`src/rtl/cpu_types_pkg.sv`:
```
// Shared types for the pipelined MIPS datapath: register selects, scoreboard
// entries and the hazard cause chosen each cycle by hazard_fwd_ctrl.
package cpu_types_pkg;

    localparam int REG_AW_DEF = 5;

    typedef logic [REG_AW_DEF-1:0] regbits_t;

    typedef struct packed {
        logic     valid;
        logic     wen;
        regbits_t wsel;
        logic     is_load;
    } sb_entry_t;

    // Ordered from highest to lowest priority.
    typedef enum logic [2:0] {
        HZ_NONE     = 3'd0,
        HZ_HALT     = 3'd1,
        HZ_DMISS    = 3'd2,
        HZ_REDIRECT = 3'd3,
        HZ_LOADUSE  = 3'd4,
        HZ_IMISS    = 3'd5
    } hazard_e;

endpackage

```
`src/rtl/hazard_scoreboard.sv`:
```
// Shift register of in-flight register writers (entry 0 = EX ... last = WB)
// and the per-entry writer-match vectors for the ID and EX source registers.
module hazard_scoreboard #(
    parameter int PIPE_DEPTH = 3,
    parameter int REG_AW     = 5
) (
    input  logic                  CLK,
    input  logic                  RST,
    input  logic                  i_advance,
    input  logic                  i_push,
    input  logic                  i_wen,
    input  logic [REG_AW-1:0]     i_wsel,
    input  logic                  i_is_load,
    input  logic [REG_AW-1:0]     i_id_rs,
    input  logic [REG_AW-1:0]     i_id_rt,
    input  logic [REG_AW-1:0]     i_ex_rs,
    input  logic [REG_AW-1:0]     i_ex_rt,
    output logic [PIPE_DEPTH-1:0] o_match_id_rs,
    output logic [PIPE_DEPTH-1:0] o_match_id_rt,
    output logic [PIPE_DEPTH-1:0] o_match_ex_rs,
    output logic [PIPE_DEPTH-1:0] o_match_ex_rt,
    output logic                  o_head_load
);

    typedef struct packed {
        logic              valid;
        logic              wen;
        logic [REG_AW-1:0] wsel;
        logic              is_load;
    } slot_t;

    slot_t r_sb [PIPE_DEPTH];

    // $zero is hard-wired, so a writer targeting it never creates a dependency.
    function automatic logic f_match(input slot_t e, input logic [REG_AW-1:0] r);
        return e.valid & e.wen & (e.wsel == r) & (r != '0);
    endfunction

    always_ff @(posedge CLK) begin
        if (RST) begin
            for (int k = 0; k < PIPE_DEPTH; k++) begin
                r_sb[k].valid <= 1'b0;
            end
        end else if (i_advance) begin
            r_sb[0] <= i_push ? {1'b1, i_wen, i_wsel, i_is_load} : '0;
            for (int k = 1; k < PIPE_DEPTH; k++) begin
                r_sb[k] <= r_sb[k-1];
            end
        end
    end

    always_comb begin
        o_match_id_rs = '0;
        o_match_id_rt = '0;
        o_match_ex_rs = '0;
        o_match_ex_rt = '0;
        for (int k = 0; k < PIPE_DEPTH; k++) begin
            o_match_id_rs[k] = f_match(r_sb[k], i_id_rs);
            o_match_id_rt[k] = f_match(r_sb[k], i_id_rt);
            o_match_ex_rs[k] = f_match(r_sb[k], i_ex_rs);
            o_match_ex_rt[k] = f_match(r_sb[k], i_ex_rt);
        end
    end

    assign o_head_load = r_sb[0].is_load;

endmodule

```
`src/rtl/hazard_fwd_ctrl.sv`:
```
// Hazard/forwarding controller: stage enables/flushes, EX forwarding selects,
// sticky halt and stall counter. Forwarding is built only with FORWARDING_EN.
module hazard_fwd_ctrl
    import cpu_types_pkg::*;
#(
    parameter  int PIPE_DEPTH = 3,
    parameter  int REG_AW     = REG_AW_DEF,
    parameter  int CNT_W      = 32,
    localparam int FSW        = $clog2(PIPE_DEPTH)
) (
    input  logic              CLK,
    input  logic              RST,
    input  logic              ihit,
    input  logic              dmem_req,
    input  logic              dhit,
    input  logic [REG_AW-1:0] id_rs,
    input  logic [REG_AW-1:0] id_rt,
    input  logic              id_use_rs,
    input  logic              id_use_rt,
    input  logic              id_wen,
    input  logic [REG_AW-1:0] id_wsel,
    input  logic              id_is_load,
    input  logic [REG_AW-1:0] ex_rs,
    input  logic [REG_AW-1:0] ex_rt,
    input  logic              ex_redirect,
    input  logic              wb_halt,
    output logic              pc_en,
    output logic              ifid_en,
    output logic              idex_en,
    output logic              exm_en,
    output logic              mwb_en,
    output logic              ifid_flush,
    output logic              idex_flush,
    output logic [FSW-1:0]    fwd_a,
    output logic [FSW-1:0]    fwd_b,
    output logic              halt,
    output logic [CNT_W-1:0]  stall_cycles
);

    logic                  r_halt;
    logic [CNT_W-1:0]      r_stall;
    logic [PIPE_DEPTH-1:0] w_m_id_rs;
    logic [PIPE_DEPTH-1:0] w_m_id_rt;
    logic [PIPE_DEPTH-1:0] w_m_ex_rs;
    logic [PIPE_DEPTH-1:0] w_m_ex_rt;
    logic                  w_head_load;
    logic                  w_dmiss;
    logic                  w_load_use;
    logic                  w_push;
    hazard_e               w_cause;

    function automatic logic [CNT_W-1:0] f_sat_inc(input logic [CNT_W-1:0] v);
        return (&v) ? v : v + CNT_W'(1);
    endfunction

    hazard_scoreboard #(
        .PIPE_DEPTH (PIPE_DEPTH),
        .REG_AW     (REG_AW)
    ) u_sb (
        .CLK           (CLK),
        .RST           (RST),
        .i_advance     (mwb_en),
        .i_push        (w_push),
        .i_wen         (id_wen),
        .i_wsel        (id_wsel),
        .i_is_load     (id_is_load),
        .i_id_rs       (id_rs),
        .i_id_rt       (id_rt),
        .i_ex_rs       (ex_rs),
        .i_ex_rt       (ex_rt),
        .o_match_id_rs (w_m_id_rs),
        .o_match_id_rt (w_m_id_rt),
        .o_match_ex_rs (w_m_ex_rs),
        .o_match_ex_rt (w_m_ex_rt),
        .o_head_load   (w_head_load)
    );

    assign w_dmiss = dmem_req & ~dhit;
    assign w_push  = idex_en & ~idex_flush;

`ifdef FORWARDING_EN
    // Only a load in EX is too late to forward; everything older reaches EX in time.
    assign w_load_use = w_head_load &
                        ((id_use_rs & w_m_id_rs[0]) | (id_use_rt & w_m_id_rt[0]));

    always_comb begin
        fwd_a = '0;
        fwd_b = '0;
        for (int k = PIPE_DEPTH - 1; k >= 1; k--) begin
            if (w_m_ex_rs[k]) fwd_a = FSW'(k);
            if (w_m_ex_rt[k]) fwd_b = FSW'(k);
        end
    end

    logic w_unused_fwd;
    assign w_unused_fwd = ^{w_m_id_rs[PIPE_DEPTH-1:1], w_m_id_rt[PIPE_DEPTH-1:1],
                            w_m_ex_rs[0], w_m_ex_rt[0]};
`else
    // Without forwarding any in-flight writer blocks the reader until it retires.
    assign w_load_use = (id_use_rs & (|w_m_id_rs)) | (id_use_rt & (|w_m_id_rt));
    assign fwd_a      = '0;
    assign fwd_b      = '0;

    logic w_unused_fwd;
    assign w_unused_fwd = ^{w_m_ex_rs, w_m_ex_rt, w_head_load};
`endif

    always_comb begin
        w_cause = HZ_NONE;
        if (r_halt)           w_cause = HZ_HALT;
        else if (w_dmiss)     w_cause = HZ_DMISS;
        else if (ex_redirect) w_cause = HZ_REDIRECT;
        else if (w_load_use)  w_cause = HZ_LOADUSE;
        else if (!ihit)       w_cause = HZ_IMISS;
    end

    always_comb begin
        pc_en      = 1'b0;
        ifid_en    = 1'b0;
        idex_en    = 1'b0;
        exm_en     = 1'b0;
        mwb_en     = 1'b0;
        ifid_flush = 1'b0;
        idex_flush = 1'b0;
        if (!RST) begin
            case (w_cause)
                HZ_NONE: begin
                    pc_en   = 1'b1;
                    ifid_en = 1'b1;
                    idex_en = 1'b1;
                    exm_en  = 1'b1;
                    mwb_en  = 1'b1;
                end
                HZ_REDIRECT: begin
                    pc_en      = ihit;
                    ifid_en    = 1'b1;
                    idex_en    = 1'b1;
                    exm_en     = 1'b1;
                    mwb_en     = 1'b1;
                    ifid_flush = 1'b1;
                    idex_flush = 1'b1;
                end
                HZ_LOADUSE, HZ_IMISS: begin
                    idex_en    = 1'b1;
                    exm_en     = 1'b1;
                    mwb_en     = 1'b1;
                    idex_flush = 1'b1;
                end
                default: ;
            endcase
        end
    end

    always_ff @(posedge CLK) begin
        if (RST) begin
            r_halt  <= 1'b0;
            r_stall <= '0;
        end else begin
            r_halt <= r_halt | wb_halt;
            if (!pc_en && !r_halt) r_stall <= f_sat_inc(r_stall);
        end
    end

    assign halt         = r_halt;
    assign stall_cycles = r_stall;

endmodule
```
`config.mk`:
```
export PLATFORM = sky130hd
export DESIGN_NAME = hazard_fwd_ctrl
export DESIGN_NICKNAME = d
export VERILOG_FILES = /design/src/rtl/cpu_types_pkg.sv /design/src/rtl/hazard_scoreboard.sv /design/src/rtl/hazard_fwd_ctrl.sv
export SDC_FILE = /design/constraint.sdc
export NUM_CORES = 1
export LEC_CHECK = 0
export ABC_AREA = 1
export CORE_ASPECT_RATIO = 0.6
export CORE_MARGIN = 2
export CORE_UTILIZATION = 45
export DETAILED_ROUTE_END_ITERATION = 10
export PLACE_DENSITY = 0.72
export SLEW_MARGIN = 5
export SYNTH_ARGS = -nofsm -noshare
export SYNTH_HDL_FRONTEND = slang
export SYNTH_HIERARCHICAL = 1
export SYNTH_SLANG_ARGS = --single-unit
```
`constraint.sdc`:
```
create_clock -name CLK -period 1.8 [get_ports CLK]
set_clock_uncertainty 0.1 [all_clocks]
set_input_delay 0.36 -clock CLK [delete_from_list [all_inputs] [get_ports CLK]]
set_output_delay 0.36 -clock CLK [all_outputs]
set_load 0.02 [all_outputs]
```
# After elaboration in Yosys (flattened, before gate mapping)
# Memory sizes are Yosys's and may differ from the RTL's.
# Index checks and enable logic that the tools add are counted.
[word_totals]
latchBits = 0
word_cells = 77
out_inout_bits = 44
input_bits = 36
ramBits = 24
register_bits = 33
romBits = 0
mem_count = 1
[op_classes]
shift = 0
multipliers = 0
addsub = 1
n_bitwise = 27
n_reduce_logical = 13
n_div = 0
magnitude_cmp = 0
eq_ne = 9
muxes = 24
[memory_table]
columns = ["memory", "depth", "word_bits", "read_ports", "rd_ports_with_merged_regs", "write_ports", "line_no", "rtl"]
rows = [
  ["u_sb.r_sb", 3, 8, 3, 0, 3, "hazard_scoreboard.sv:32", "slot_t r_sb [PIPE_DEPTH];"],
]
[op_table]
columns = ["op", "count"]
rows = [
  ["32-bit by 1-bit adder with 32-bit output (second input constant)", 1],
  ["32-bit AND reduction", 1],
  ["5-bit equality test", 6],
  ["1-bit AND", 19],
  ["1-bit two-way mux", 17],
  ["3-bit two-way mux", 5],
  ["5-bit nonzero test", 2],
  ["3-bit OR reduction", 3],
  ["8-bit two-way mux", 1],
  ["3-bit equality test (second input constant)", 2],
  ["1-bit bitwise OR", 5],
  ["4-bit OR reduction", 1],
  ["3-bit by 2-bit equality test with 1-bit output (second input constant)", 1],
  ["3-bit zero test", 1],
  ["1-bit inverter", 3],
  ["1-bit zero test", 2],
  ["1-bit one-hot mux with 2 select lines", 1],
  ["2-bit AND reduction", 1],
  ["2-bit OR reduction", 1],
  ["1-bit logical AND", 1],
]

# Depth between registers and ports, before layout
# An unclocked memory read counts as a cell.
[depth]
word_depth = 19
ltp_mapped = 17

# Modules after synthesis
# Netlist, hierarchy kept.
[by_module_without_submodules]
columns = ["mod", "seq_area_each_um2", "area_each_um2", "n_inst", "cells_per_inst"]
rows = [
  ["hazard_fwd_ctrl", 660.6, 2423.6, 1, 412],
  ["hazard_scoreboard", 660.6, 1938.1, 1, 343],
]

# Worst setup path after synthesis
# No wires, ideal clock.
[synth_path]
path_kind = "input-to-reg"
startpoint = "in RST"
endpoint = "mem u_sb/r_sb[0][0] (netlist bit), data pin"
path_slack_ns = -0.556
required_time_ns = 1.562
t_arrival_ns = 2.117
stages = 7
cell_sequence = "buf_2 > nor3_1 > inv_1 > nor2_4 > inv_2 > buf_2 > nor2_1"
[synth_rtl]
columns = ["item", "line_no", "rtl"]
rows = [
  ["start, declared", "hazard_fwd_ctrl.sv:12", "input logic RST,"],
  ["end, declared", "hazard_scoreboard.sv:32", ""],
]

==> flow_metrics.tcl <==
set metrics [dict create \
    cts_root_buf "clkbuf_16" \
    hp-start "stall_cycles[1]" \
    worstSetupPathType "reg -> out" \
    crit_buf_inv 2 \
    dpl_cell_area_um2 4930 \
    worst_hold_path_type "reg -> reg" \
    setup_violations 42 \
    crit_required_ps 1340 \
    clk_pin_slew_ps 80 \
    worst_slack_ps -628 \
    maxSlewViolCount 0 \
    wl_per_cell_um 15.6 \
    drive_gt1_share_pct 19.3 \
    maxCapViolations 0 \
    yosysWarnings 6 \
    instances_no_fill 843 \
    gr-total-overflow 0 \
    design.portCount 80 \
    hold_violations 0 \
    start_util_pct 47.4 \
    min_path_cells 2 \
    cpMostUsedCell "nand2_1" \
    clk_latency_ps 300 \
    crit_fanout 5 \
    pwr_density_cell_nw_per_um2 541 \
    core-area_um2 8040 \
    timing.final.crit_period_ps 2430 \
    postSynthCellCount 622 \
    antenna_left 0 \
    die_height_um 75.3 \
    critPathLaunchType "flop" \
    dp.cells 828 \
    antenna_found_initial 0 \
    die_x_um 123 \
    ctsLongestPathBuffers 2 \
    fin_crit_sh_pct 135 \
    crit_slowest_cell "edfxtp_1" \
    syn_avg_cell_area_um2 6.12 \
    vias 4432 \
    port_buffers 64 \
    cellLeakagePower_nw 2.33 \
    grtUsageTotal_pct 29.0 \
    cts_inserted_buffers 5 \
    num_antenna_cells 0 \
    arrival_ps 1970 \
    firstDrtPassIters 5 \
    hold_buffers 0 \
    drt-initial-drc-count 489 \
    rrSetupSlack_ps -570 \
    violations "negative setup slack" \
    cts_tree "done" \
    fin_nets 771 \
    min_to "stall_cycles[1]" \
    gp_congestion 1.01 \
    drt-vias-per-instance 5.26 \
    status "finished, violations left" \
    first_global_vias 3782 \
    r2r_cells 16 \
    postLayoutCoreUtil_pct 64.3 \
    power_mw 2.80 \
    grt_max_degree 36 \
    syn_to_final_growth_pct 35.7 \
    grt_pass1_wl_um 20100 \
    dp_hpwl_um 9980 \
    cts_sinks 54 \
    max_freq_mhz 412 \
    syn_area_um2 3810 \
    cp_slowest_stage_delay_ps 530 \
    drcViolationCount 0 \
    path_cells "nand2_1 -> nand2_1 -> nor2_1 -> nand2_1 -> nor2_2 -> nor2_1 -> nand2_1 -> nand2_2 -> nand4_1 -> nand2_2 -> nand2_4 -> inv_6 -> buf_6" \
    peakVddDrop_v 0.000414 \
    stdcell_area_um2 5170 \
    rows 25 \
    cp_top_family "simple AND/OR/NAND/NOR gates" \
    dieArea_um2 9240 \
    routed_wl_um 13100 \
    rsz0062_at_grt "true" \
    cts.htree.levels 2 \
    r2r_start "u_sb/r_sb[0][2]" \
    end_kind "output port" \
    r2r_end "stall_cycles[19]" \
]
## worst register-to-register path, delay by kind of cell, from the launching register on
kind / cells / cell delay, ps
buffers and inverters: 2 / 370
and+or+nand+nor: 13 / 1180
AOI/OAI and AO/OA: 1 / 60
DFF: 1 / 530
## routing by layer
metal	GRT usage, %	routed length, um
met5	0	0
met4	4.47	119
met3	8.18	1660
met2	36.3	4770
met1	47.9	6590
## flip-flops by register name (all words and copies together) (netlist names)
signal,count
stall_cycles,32
u_sb/r_sb,21
halt,1
## final cells by class
type,instances,area [um^2]
well taps,108,135
fillers,774,2870
clock inverters,3,28.8
inverters,72,279
repair buffers,129,1140
flip-flops and latches,54,1290
clock buffers,5,125
multi-input cells,472,2170
## timing repair
action                                  CTS  global route
pin swaps                                 9             4
buffers inserted                          4             3
endpoints found under the setup margin   86            46
cloned                                    0             1
resized for setup                        86            13
## cells in the final DEF (no fill, tap or decap), types with 2 or more instances in the layout
master,instances
o21ai_0,4
buf_12,3
inv_2,19
dfxtp_1,30
nor2_2,12
nand3_2,3
xor2_1,6
nor2_1,92
a21oi_1,37
inv_1,51
nand3_1,24
nand2_1,227
nand2_2,11
dlymetal6s2s_1,4
clkbuf_16,6
buf_6,5
edfxtp_1,21
buf_4,59
nand4_1,33
clkdlybuf4s50_1,14
dlygate4sd2_1,39
clkinv_4,2
nor2_4,5
buf_2,4
dfxtp_2,3
nand2_4,2
conb_1,4
xnor2_1,5
## through the flow
step / hold WS, ps / TNS (ps) / setup WS [ps]
after floorplan: 381 / -2190 / -178
after global placement: 377 / -57320 / -1310
after detailed placement: 382 / -57430 / -1240
after CTS: 395 / -18330 / -549
after global routing: 424 / -26540 / -713
final: 392 / -22230 / -628
## report_power, final
part	switching [mW]	leakage, nW	internal, mW
combinational	0.266	1.79	0.181
clock	0.495	0.0759	0.532
sequential	0.0273	0.464	1.29
total	0.788	2.33	2.01
## worst max-delay path by stage
stage / from / end / slack (ps) / cells after the start
floorplan: u_sb/r_sb[0][10] / pc_en / -180 / 15
global placement: id_rs[2] / pc_en / -1310 / 13
detailed placement: id_rs[2] / pc_en / -1240 / 13
CTS: u_sb/r_sb[0][5] / pc_en / -550 / 13
global route: u_sb/r_sb[0][4] / pc_en / -710 / 14
finish: u_sb/r_sb[0][2] / pc_en / -630 / 13
Power figures use the tool's default switching activity.
